$ cat config.mk
export PLATFORM = sky130hd
export DESIGN_NAME = fetch_control_flat
export DESIGN_NICKNAME = d
export VERILOG_FILES = /design/src/rtl/fetch_control_pkg.sv /design/src/rtl/fetch_control_if.sv /design/src/rtl/fetch_control_edge_rise.sv /design/src/rtl/fetch_control.sv /design/src/flat_wrapper.sv
export SDC_FILE = /design/constraint.sdc
export NUM_CORES = 1
export LEC_CHECK = 0
export CORE_AREA = 2 2 39 41
export DETAILED_ROUTE_END_ITERATION = 8
export DIE_AREA = 0 0 41 43
export PLACE_DENSITY = 0.79
export SLEW_MARGIN = 30
export SYNTH_ARGS = -nofsm -noshare
export SYNTH_HDL_FRONTEND = slang
export SYNTH_SLANG_ARGS = --single-unit
$ cat constraint.sdc
create_clock -name Clk -period 2.5 [get_ports Clk]
set_input_delay 0.5 -clock Clk [delete_from_list [all_inputs] [get_ports Clk]]
set_output_delay 0.5 -clock Clk [all_outputs]
set_load 0.02 [all_outputs]
$ cat src/rtl/fetch_control_pkg.sv
// lc3b_types: shared state encoding and defaults for the LC-3b fetch sequencer.
// Latency: none (types and constants only).
// Backpressure: not applicable.
package lc3b_types;

    // Read-wait cycles added to FETCH2 when the instantiating block does not override it.
    localparam int FETCH_MEM_WAIT_DEFAULT = 1;

    // Encodings are visible on state_out, so they are fixed rather than tool-chosen.
    typedef enum logic [2:0] {
        HALTED = 3'd0,
        FETCH1 = 3'd1,
        FETCH2 = 3'd2,
        FETCH3 = 3'd3,
        PAUSE  = 3'd4
    } fetch_state_t;

endpackage

$ cat src/rtl/fetch_control_if.sv
// fetch_control_if: start/step requests into the sequencer and datapath/SRAM controls out of it.
// Latency: none (wiring only).
// Backpressure: none; master drives controls, slave (datapath/board) drives Run/Continue.
interface fetch_control_if;
    logic       Run;
    logic       Continue;
    logic       load_mar;
    logic       load_pc;
    logic       load_mdr;
    logic       load_ir;
    logic       GatePC;
    logic       GateMDR;
    logic       Mem_CE;
    logic       Mem_OE;
    logic       Mem_WE;
    logic [2:0] state_out;
    logic       fetch_done;

    modport master (
        input  Run, Continue,
        output load_mar, load_pc, load_mdr, load_ir, GatePC, GateMDR,
        output Mem_CE, Mem_OE, Mem_WE, state_out, fetch_done
    );

    modport slave (
        output Run, Continue,
        input  load_mar, load_pc, load_mdr, load_ir, GatePC, GateMDR,
        input  Mem_CE, Mem_OE, Mem_WE, state_out, fetch_done
    );
endinterface

$ cat src/rtl/fetch_control_edge_rise.sv
// edge_rise: one-cycle pulse when a level input goes from 0 to 1.
// Latency: combinational pulse in the first cycle the input is seen high.
// Backpressure: none; reset value 1 so a level already high at reset release never fires.
module edge_rise (
    input  logic Clk,
    input  logic Reset,
    input  logic in,
    output logic rise
);
    logic in_q;

    // Remember last cycle's level; held at 1 through reset to mask held buttons.
    always_ff @(posedge Clk or negedge Reset) begin
        if (!Reset) begin
            in_q <= 1'b1;
        end else begin
            in_q <= in;
        end
    end

    assign rise = in & ~in_q;
endmodule

$ cat src/rtl/fetch_control.sv
// fetch_control: LC-3b fetch sequencer MAR<-PC/PC+1, MDR<-M[MAR], IR<-MDR; macro ISDU_PAUSE_EN adds single-step PAUSE.
// Latency: Run edge -> FETCH1 next clock; one instruction per 3+MEM_WAIT cycles; outputs are Moore decodes.
// Backpressure: none; Run/Continue edges are taken only in HALTED/PAUSE and dropped in any other state.
module fetch_control
    import lc3b_types::*;
#(
    parameter int MEM_WAIT = FETCH_MEM_WAIT_DEFAULT
) (
    input  logic            Clk,
    input  logic            Reset,
    fetch_control_if.master bus
);
    localparam logic [3:0] WAIT_INIT = 4'(MEM_WAIT);

    fetch_state_t state;
    fetch_state_t state_next;
    logic [3:0]   wait_cnt;
    logic [3:0]   wait_cnt_next;
    logic         run_rise;

    logic load_mar;
    logic load_pc;
    logic load_mdr;
    logic load_ir;
    logic gate_pc;
    logic gate_mdr;
    logic mem_ce;
    logic mem_oe;
    logic fetch_done;

    edge_rise u_run_edge (
        .Clk   (Clk),
        .Reset (Reset),
        .in    (bus.Run),
        .rise  (run_rise)
    );

`ifdef ISDU_PAUSE_EN
    logic cont_rise;

    edge_rise u_cont_edge (
        .Clk   (Clk),
        .Reset (Reset),
        .in    (bus.Continue),
        .rise  (cont_rise)
    );
`else
    // Continue has no meaning when the sequencer free-runs.
    logic unused_continue;
    assign unused_continue = bus.Continue;
`endif

    // State and read-wait counter; async reset drops the bus immediately via the Moore decode.
    always_ff @(posedge Clk or negedge Reset) begin
        if (!Reset) begin
            state    <= HALTED;
            wait_cnt <= 4'd0;
        end else begin
            state    <= state_next;
            wait_cnt <= wait_cnt_next;
        end
    end

    // Next-state and Moore output decode; gates and SRAM read never overlap on Data.
    always_comb begin
        state_next    = state;
        wait_cnt_next = wait_cnt;
        load_mar      = 1'b0;
        load_pc       = 1'b0;
        load_mdr      = 1'b0;
        load_ir       = 1'b0;
        gate_pc       = 1'b0;
        gate_mdr      = 1'b0;
        mem_ce        = 1'b1;
        mem_oe        = 1'b1;
        fetch_done    = 1'b0;
        case (state)
            HALTED: begin
                if (run_rise) begin
                    state_next = FETCH1;
                end
            end
            FETCH1: begin
                gate_pc       = 1'b1;
                load_mar      = 1'b1;
                load_pc       = 1'b1;
                wait_cnt_next = WAIT_INIT;
                state_next    = FETCH2;
            end
            FETCH2: begin
                mem_ce = 1'b0;
                mem_oe = 1'b0;
                if (wait_cnt == 4'd0) begin
                    load_mdr   = 1'b1;
                    state_next = FETCH3;
                end else begin
                    wait_cnt_next = wait_cnt - 4'd1;
                end
            end
            FETCH3: begin
                gate_mdr   = 1'b1;
                load_ir    = 1'b1;
                fetch_done = 1'b1;
`ifdef ISDU_PAUSE_EN
                state_next = PAUSE;
`else
                state_next = FETCH1;
`endif
            end
            PAUSE: begin
`ifdef ISDU_PAUSE_EN
                if (cont_rise) begin
                    state_next = FETCH1;
                end
`else
                state_next = HALTED;
`endif
            end
            default: begin
                state_next = HALTED;
            end
        endcase
    end

    assign bus.load_mar   = load_mar;
    assign bus.load_pc    = load_pc;
    assign bus.load_mdr   = load_mdr;
    assign bus.load_ir    = load_ir;
    assign bus.GatePC     = gate_pc;
    assign bus.GateMDR    = gate_mdr;
    assign bus.Mem_CE     = mem_ce;
    assign bus.Mem_OE     = mem_oe;
    assign bus.Mem_WE     = 1'b1;
    assign bus.state_out  = state;
    assign bus.fetch_done = fetch_done;
endmodule

$ cat src/flat_wrapper.sv
// flat-port wrapper written by rule: the top's interface ports become plain ports
module fetch_control_flat import lc3b_types::*;
#(
    parameter int MEM_WAIT = FETCH_MEM_WAIT_DEFAULT
)
  (Clk, Reset, bus_Run, bus_Continue, bus_load_mar, bus_load_pc, bus_load_mdr, bus_load_ir, bus_GatePC, bus_GateMDR, bus_Mem_CE, bus_Mem_OE, bus_Mem_WE, bus_state_out, bus_fetch_done);
  fetch_control_if bus_i ();
  input  logic Clk;
  input  logic Reset;
  input wire logic [$bits(bus_i.Run)-1:0] bus_Run;
  input wire logic [$bits(bus_i.Continue)-1:0] bus_Continue;
  output wire logic [$bits(bus_i.load_mar)-1:0] bus_load_mar;
  output wire logic [$bits(bus_i.load_pc)-1:0] bus_load_pc;
  output wire logic [$bits(bus_i.load_mdr)-1:0] bus_load_mdr;
  output wire logic [$bits(bus_i.load_ir)-1:0] bus_load_ir;
  output wire logic [$bits(bus_i.GatePC)-1:0] bus_GatePC;
  output wire logic [$bits(bus_i.GateMDR)-1:0] bus_GateMDR;
  output wire logic [$bits(bus_i.Mem_CE)-1:0] bus_Mem_CE;
  output wire logic [$bits(bus_i.Mem_OE)-1:0] bus_Mem_OE;
  output wire logic [$bits(bus_i.Mem_WE)-1:0] bus_Mem_WE;
  output wire logic [$bits(bus_i.state_out)-1:0] bus_state_out;
  output wire logic [$bits(bus_i.fetch_done)-1:0] bus_fetch_done;
  assign bus_i.Run = bus_Run;
  assign bus_i.Continue = bus_Continue;
  assign bus_load_mar = bus_i.load_mar;
  assign bus_load_pc = bus_i.load_pc;
  assign bus_load_mdr = bus_i.load_mdr;
  assign bus_load_ir = bus_i.load_ir;
  assign bus_GatePC = bus_i.GatePC;
  assign bus_GateMDR = bus_i.GateMDR;
  assign bus_Mem_CE = bus_i.Mem_CE;
  assign bus_Mem_OE = bus_i.Mem_OE;
  assign bus_Mem_WE = bus_i.Mem_WE;
  assign bus_state_out = bus_i.state_out;
  assign bus_fetch_done = bus_i.fetch_done;
  fetch_control #(.MEM_WAIT(MEM_WAIT)) u_core (.Clk(Clk), .Reset(Reset), .bus(bus_i));
endmodule
# Word level (Yosys, flattened, before mapping)
# Cells that the tools add are included.
# Widths: inputs -> output; s select.
[op_classes]
addsub = 1
n_eq_ne = 6
n_mux = 10
bitwise_logic = 2
reduce_logical = 5
[op_table]
columns = ["op", "count"]
rows = [
  ["$pmux 3 s4", 1],
  ["$pmux 4 s2", 1],
  ["$eq 3x2->1 const B", 2],
  ["$mux 3", 2],
  ["$mux 1", 5],
  ["$logic_not 4->1", 1],
  ["$mux 4", 1],
  ["$ne 2x1->1 const B", 2],
  ["$reduce_and 2->1", 2],
  ["$sub 4x1->4 const B", 1],
  ["$eq 3x1->1 const B", 1],
  ["$logic_not 3->1", 1],
  ["$ne 2x2->1 const B", 1],
  ["$reduce_bool 2->1", 1],
  ["$and 1x1->1", 1],
  ["$not 1->1", 1],
]
[totals]
regBits = 8
input_bits = 4
elab_cells = 27

# Longest topological paths before layout
[depth]
depth_word = 4
depth_mapped = 5

# By module
# Synthesis repeated with hierarchy kept, for this count alone.
[unflattened]
hier_cells = 48
hier_area_um2 = 490.5
[by_module_without_submodules]
columns = ["mod", "n_inst", "cells_each", "area_per_inst_um2", "seq_area_each_um2"]
rows = [
  ["fetch_control", 1, 46, 450.4, 150.1],
  ["edge_rise", 1, 2, 40.0, 26.3],
]

# Worst setup path after synthesis
# Ideal clock, no wire load.
[synth_timing]
path_kind = "register to output"
from = "register u_core.state[0], in the netlist u_core.bus.state_out[0]"
to = "output bus_load_mdr"
arrival_ps = 1513
t_required_ps = 2000
slack_ps = 487
stages_incl_launch_ff = 5
n_path_buf = 0
path_cell_list = "dfrtp_1 inv_1 ha_1 clkinv_1 nor2_1"
[synth_between]
elab_chain_cells = 2
[synth_rtl]
columns = ["item", "line", "text"]
rows = [
  ["start: declaration", "fetch_control.sv:15", "fetch_state_t state;"],
  ["start signal: assignment", "fetch_control.sv:59", "state <= state_next;"],
  ["$eq 3x2->1", "fetch_control.sv:77", "case (state)"],
  ["$mux 1", "fetch_control.sv:77", ""],
  ["end: declaration", "flat_wrapper.sv:14", "output wire logic [$bits(bus_i.load_mdr)-1:0] bus_load_mdr;"],
]
# No other way between the ends.

# Worst setup path after layout
[layout_timing]
from = "register u_core.state[0], in the netlist u_core.bus.state_out[0]"
to = "output bus_Mem_CE"
[layout_between]
elab_chain_cells = 2
[layout_rtl]
columns = ["item", "line", "text"]
rows = [
  ["$eq 3x2->1", "fetch_control.sv:77", ""],
  ["$mux 1", "fetch_control.sv:77", ""],
  ["end: declaration", "flat_wrapper.sv:18", "output wire logic [$bits(bus_i.Mem_CE)-1:0] bus_Mem_CE;"],
]
# No other way between the ends.

==> impl_metrics.xml <==
<?xml version="1.0" encoding="UTF-8"?>
<metrics>
  <group name="critical_path">
    <metric name="crit_type" unit="">reg -&gt; out</metric>
    <metric name="critical_path_required_time" unit="ns">2.00</metric>
    <metric name="largest_stage_delay_on_the_critical_path" unit="ns">0.61</metric>
    <metric name="start_kind" unit="">flip-flop</metric>
    <metric name="setup.worst_path.end_class" unit="">output pin</metric>
    <metric name="crit_arrival" unit="ns">1.85</metric>
    <metric name="crit_path_max_fanout" unit="">8</metric>
    <metric name="crit_chain" unit="">inv_1 -&gt; ha_1 -&gt; clkinv_1 -&gt; buf_4 -&gt; clkdlybuf4s50_1</metric>
    <metric name="reg2reg_depth" unit="">5</metric>
    <metric name="reg2reg_to" unit="">u_core.bus.state_out[1]</metric>
    <metric name="r2r-start" unit="">u_core.wait_cnt[0]</metric>
    <metric name="regToRegSetupSlack" unit="ns">0.75</metric>
    <metric name="crit_path_top_delay_cell" unit="">clkdlybuf4s50_1</metric>
  </group>
  <group name="synth">
    <metric name="post_synth_inst_count" unit="">47</metric>
    <metric name="yosys_warnings" unit="">0</metric>
    <metric name="ys_ff_latch" unit="">7</metric>
    <metric name="synth_nets" unit="">57</metric>
    <metric name="synthDistinctLibCells" unit="">19</metric>
    <metric name="ys_seq_area_share" unit="%">36.2</metric>
    <metric name="syn_area_per_cell" unit="um^2">10.4</metric>
    <metric name="synth.top_cell.area_share" unit="%">30.8</metric>
    <metric name="yosysTopAreaCell" unit="">dfrtp_1</metric>
    <metric name="syn-cell-area" unit="um^2">488</metric>
    <metric name="netlist_top_cells_area" unit="">dfrtp_1 31%, ha_1 15%, buf_4 11%</metric>
  </group>
  <group name="pwr">
    <metric name="internal_power" unit="mW">0.179</metric>
    <metric name="pwr-share-seq" unit="%">50.1</metric>
    <metric name="pwr_density_cell" unit="nW/um^2">371</metric>
    <metric name="switching_power" unit="mW">0.0502</metric>
    <metric name="switching_share" unit="%">21.9</metric>
    <metric name="combPwrFrac" unit="%">4.0</metric>
    <metric name="clockPowerShare" unit="%">45.9</metric>
    <metric name="irDropWorstVdd" unit="mV">0.226</metric>
    <metric name="total_leakage_power" unit="nW">0.306</metric>
  </group>
  <group name="cells_and_area">
    <metric name="num_antenna_cells" unit="">0</metric>
    <metric name="drive_gt1_share" unit="%">15.5</metric>
    <metric name="nFillCells" unit="">133</metric>
    <metric name="syn2layout_area_growth" unit="%">26.7</metric>
    <metric name="final_nets" unit="">69</metric>
    <metric name="stdcell_count" unit="">74</metric>
  </group>
  <group name="global_route">
    <metric name="grt_start_max_net_pins" unit="">9</metric>
    <metric name="first_pass_grt_wire_length" unit="mm">1.39</metric>
    <metric name="first_global_vias" unit="">315</metric>
    <metric name="gr-usage-all-layers" unit="%">11.9</metric>
    <metric name="grt-ovfl-total" unit="">0</metric>
    <metric name="antenna_found_initial" unit="">0</metric>
  </group>
  <group name="routing">
    <metric name="drt-total-wl" unit="um">784</metric>
    <metric name="via_per_inst" unit="">4.50</metric>
    <metric name="route.antenna.remaining_nets" unit="">0</metric>
    <metric name="via_count" unit="">333</metric>
    <metric name="firstDrtPassIters" unit="">4</metric>
    <metric name="drt_drc_violations_left" unit="">0</metric>
    <metric name="routedWlPerCell" unit="um">10.6</metric>
    <metric name="detailedRoute.firstIterationViolations" unit="">6</metric>
  </group>
  <group name="cts">
    <metric name="clock_edge_transition_at_the_registers_on_the_reported_setup_and_hold_paths" unit="ns">0.05</metric>
    <metric name="htree_levels" unit="">1</metric>
    <metric name="ctsRootBufferMaster" unit="">clkbuf_4</metric>
    <metric name="clock_tree.buffer_depth" unit="">2</metric>
    <metric name="post_cts_hold_buffer_count" unit="">0</metric>
    <metric name="worst_skew_pair.late_latency" unit="ns">0.25</metric>
    <metric name="cts_setup_buffers" unit="">0</metric>
    <metric name="tritoncts" unit="">built</metric>
    <metric name="number_of_sinks_on_the_clock_net" unit="">7</metric>
    <metric name="cts_inserted_buffers" unit="">3</metric>
    <metric name="post_cts.resized_instances" unit="">1</metric>
  </group>
  <group name="floorplanning">
    <metric name="num_io_pins" unit="">17</metric>
    <metric name="core_area" unit="um^2">1380</metric>
    <metric name="die_width" unit="um">41</metric>
    <metric name="dieHeight" unit="um">43</metric>
    <metric name="core.rowCount" unit="">14</metric>
    <metric name="floorplan.die_area" unit="um^2">1760</metric>
    <metric name="floorplan.initialDensity" unit="%">35.3</metric>
  </group>
  <group name="sta">
    <metric name="final_setup_vio_count" unit="">0</metric>
    <metric name="grt_setup_unrepaired" unit="">no</metric>
    <metric name="period_needed" unit="ns">2.35</metric>
    <metric name="timing.fmax" unit="MHz">426</metric>
    <metric name="layout_worst_path_cycle_share" unit="%">93.9</metric>
    <metric name="tns" unit="ns">0</metric>
    <metric name="hold_viol_final" unit="">0</metric>
    <metric name="timing.final.max_slew_violations" unit="">0</metric>
    <metric name="worst_clk_skew" unit="ns">0.000840</metric>
  </group>
  <group name="placement">
    <metric name="finalWeightedCongestion" unit="">0.710</metric>
    <metric name="place.detailed.instances" unit="">70</metric>
    <metric name="dp_hpwl" unit="um">626</metric>
    <metric name="portBuffers" unit="">13</metric>
  </group>
  <group name="worst_hold_path">
    <metric name="hold_path.class" unit="">in -&gt; async</metric>
  </group>
  <group name="job">
    <metric name="max_cap_violations" unit="">0</metric>
  </group>
  <group name="outcome">
    <metric name="status" unit="">completed</metric>
  </group>
</metrics>
stage by stage:
stage	area [um^2]	hold WS [ns]	total power [mW]	utilization (%)	setup WS, ns
after global placement	593	0.497	0.126	42.9	0.213
after global routing	618	0.530	0.242	44.7	0.0204
final	618	0.514	0.229	44.7	0.152
after floorplan	488	0.204	0.123	-	0.487
after detailed placement	593	0.511	0.126	42.9	0.154
after CTS	618	0.518	0.233	44.7	0.127
routing by layer:
layer / up-vias / global-route usage (%) / wire (um)
li1: 167 / - / -
met1: 154 / 15.0 / 328
met2: 10 / 16.6 / 397
met3: 2 / 3.66 / 49
met4: 0 / 8.00 / 8
met5: - / 0 / 0
power by group through the flow:
stage | Clock, mW | Combinational [mW] | Sequential, mW
after floorplan | 0 | 0.00610 | 0.117
after global placement | 0 | 0.00914 | 0.117
after detailed placement | 0 | 0.00933 | 0.117
after CTS | 0.109 | 0.00936 | 0.115
after global routing | 0.117 | 0.0102 | 0.115
final | 0.105 | 0.00918 | 0.115
cell usage after synthesis:
master and count:
a21o_1 1, mux2_2 1, nand2b_1 1, or3b_4 1, nor2_1 2, ha_1 6, a21oi_1 1, o22ai_1 2
mux2i_1 4, buf_4 7, a22oi_4 1, clkinv_1 1, inv_1 4, mux2_4 1, nand2_1 4, dfstp_2 1
conb_1 2, dfrtp_1 6, nor3_1 1
critical path, delay by kind of cell, from the launching register on:
family | cells | cell delay, ns
flops | 1 | 0.41
buf+inv | 4 | 0.92
fa+ha+maj | 1 | 0.26
cells by family (layout without fill, tap and decap cells):
| kind of cell | count (synthesis) | after routing | synth area share [%] |
|---|---|---|---|
| flops | 7 | 7 | 36.2 |
| compound gates | 5 | 5 | 9.49 |
| buf+inv | 12 | 23 | 14.6 |
| mux | 6 | 6 | 13.6 |
| other cells | 2 | 2 | 1.54 |
| simple gates | 9 | 9 | 9.23 |
| fa+ha+maj | 6 | 6 | 15.4 |
registers in the layout, summed over array words and instances (netlist names):
signal / count
u_core.u_run_edge.in_q: 1
u_core.bus.state_out: 2
u_core.wait_cnt: 4
layout make-up:
cell class,instances,area [um^2],share of cell area [%]
timing repair buffer,14,136,22.1
sequential,7,176,28.5
tap,16,20.0,3.24
clock buffer,4,26.3,4.25
inverter,5,18.8,3.04
multi-input combinational,28,240,38.9
placed cells by master (no fill, tap or decap), types with 2 or more instances in the layout:
master	count
nor2_1	2
mux2i_1	4
o22ai_1	2
clkbuf_4	3
conb_1	2
inv_1	4
nand2_1	4
clkdlybuf4s50_1	12
ha_1	6
dfrtp_1	6
worst max path at each step:
stage | to | slack, ns | cells after the start | from
2_1_floorplan | bus_load_mdr | 0.49 | 4 | u_core.bus.state_out[0]
3_3_place_gp | bus_load_mdr | 0.21 | 5 | u_core.wait_cnt[0]
3_5_place_dp | bus_load_mdr | 0.15 | 5 | u_core.wait_cnt[0]
4_1_cts | bus_Mem_CE | 0.13 | 5 | u_core.bus.state_out[0]
5_1_grt | bus_Mem_OE | 0.02 | 5 | u_core.bus.state_out[0]
6_report | bus_Mem_CE | 0.15 | 5 | u_core.bus.state_out[0]
No activity file was read; power rests on OpenSTA's default activity.
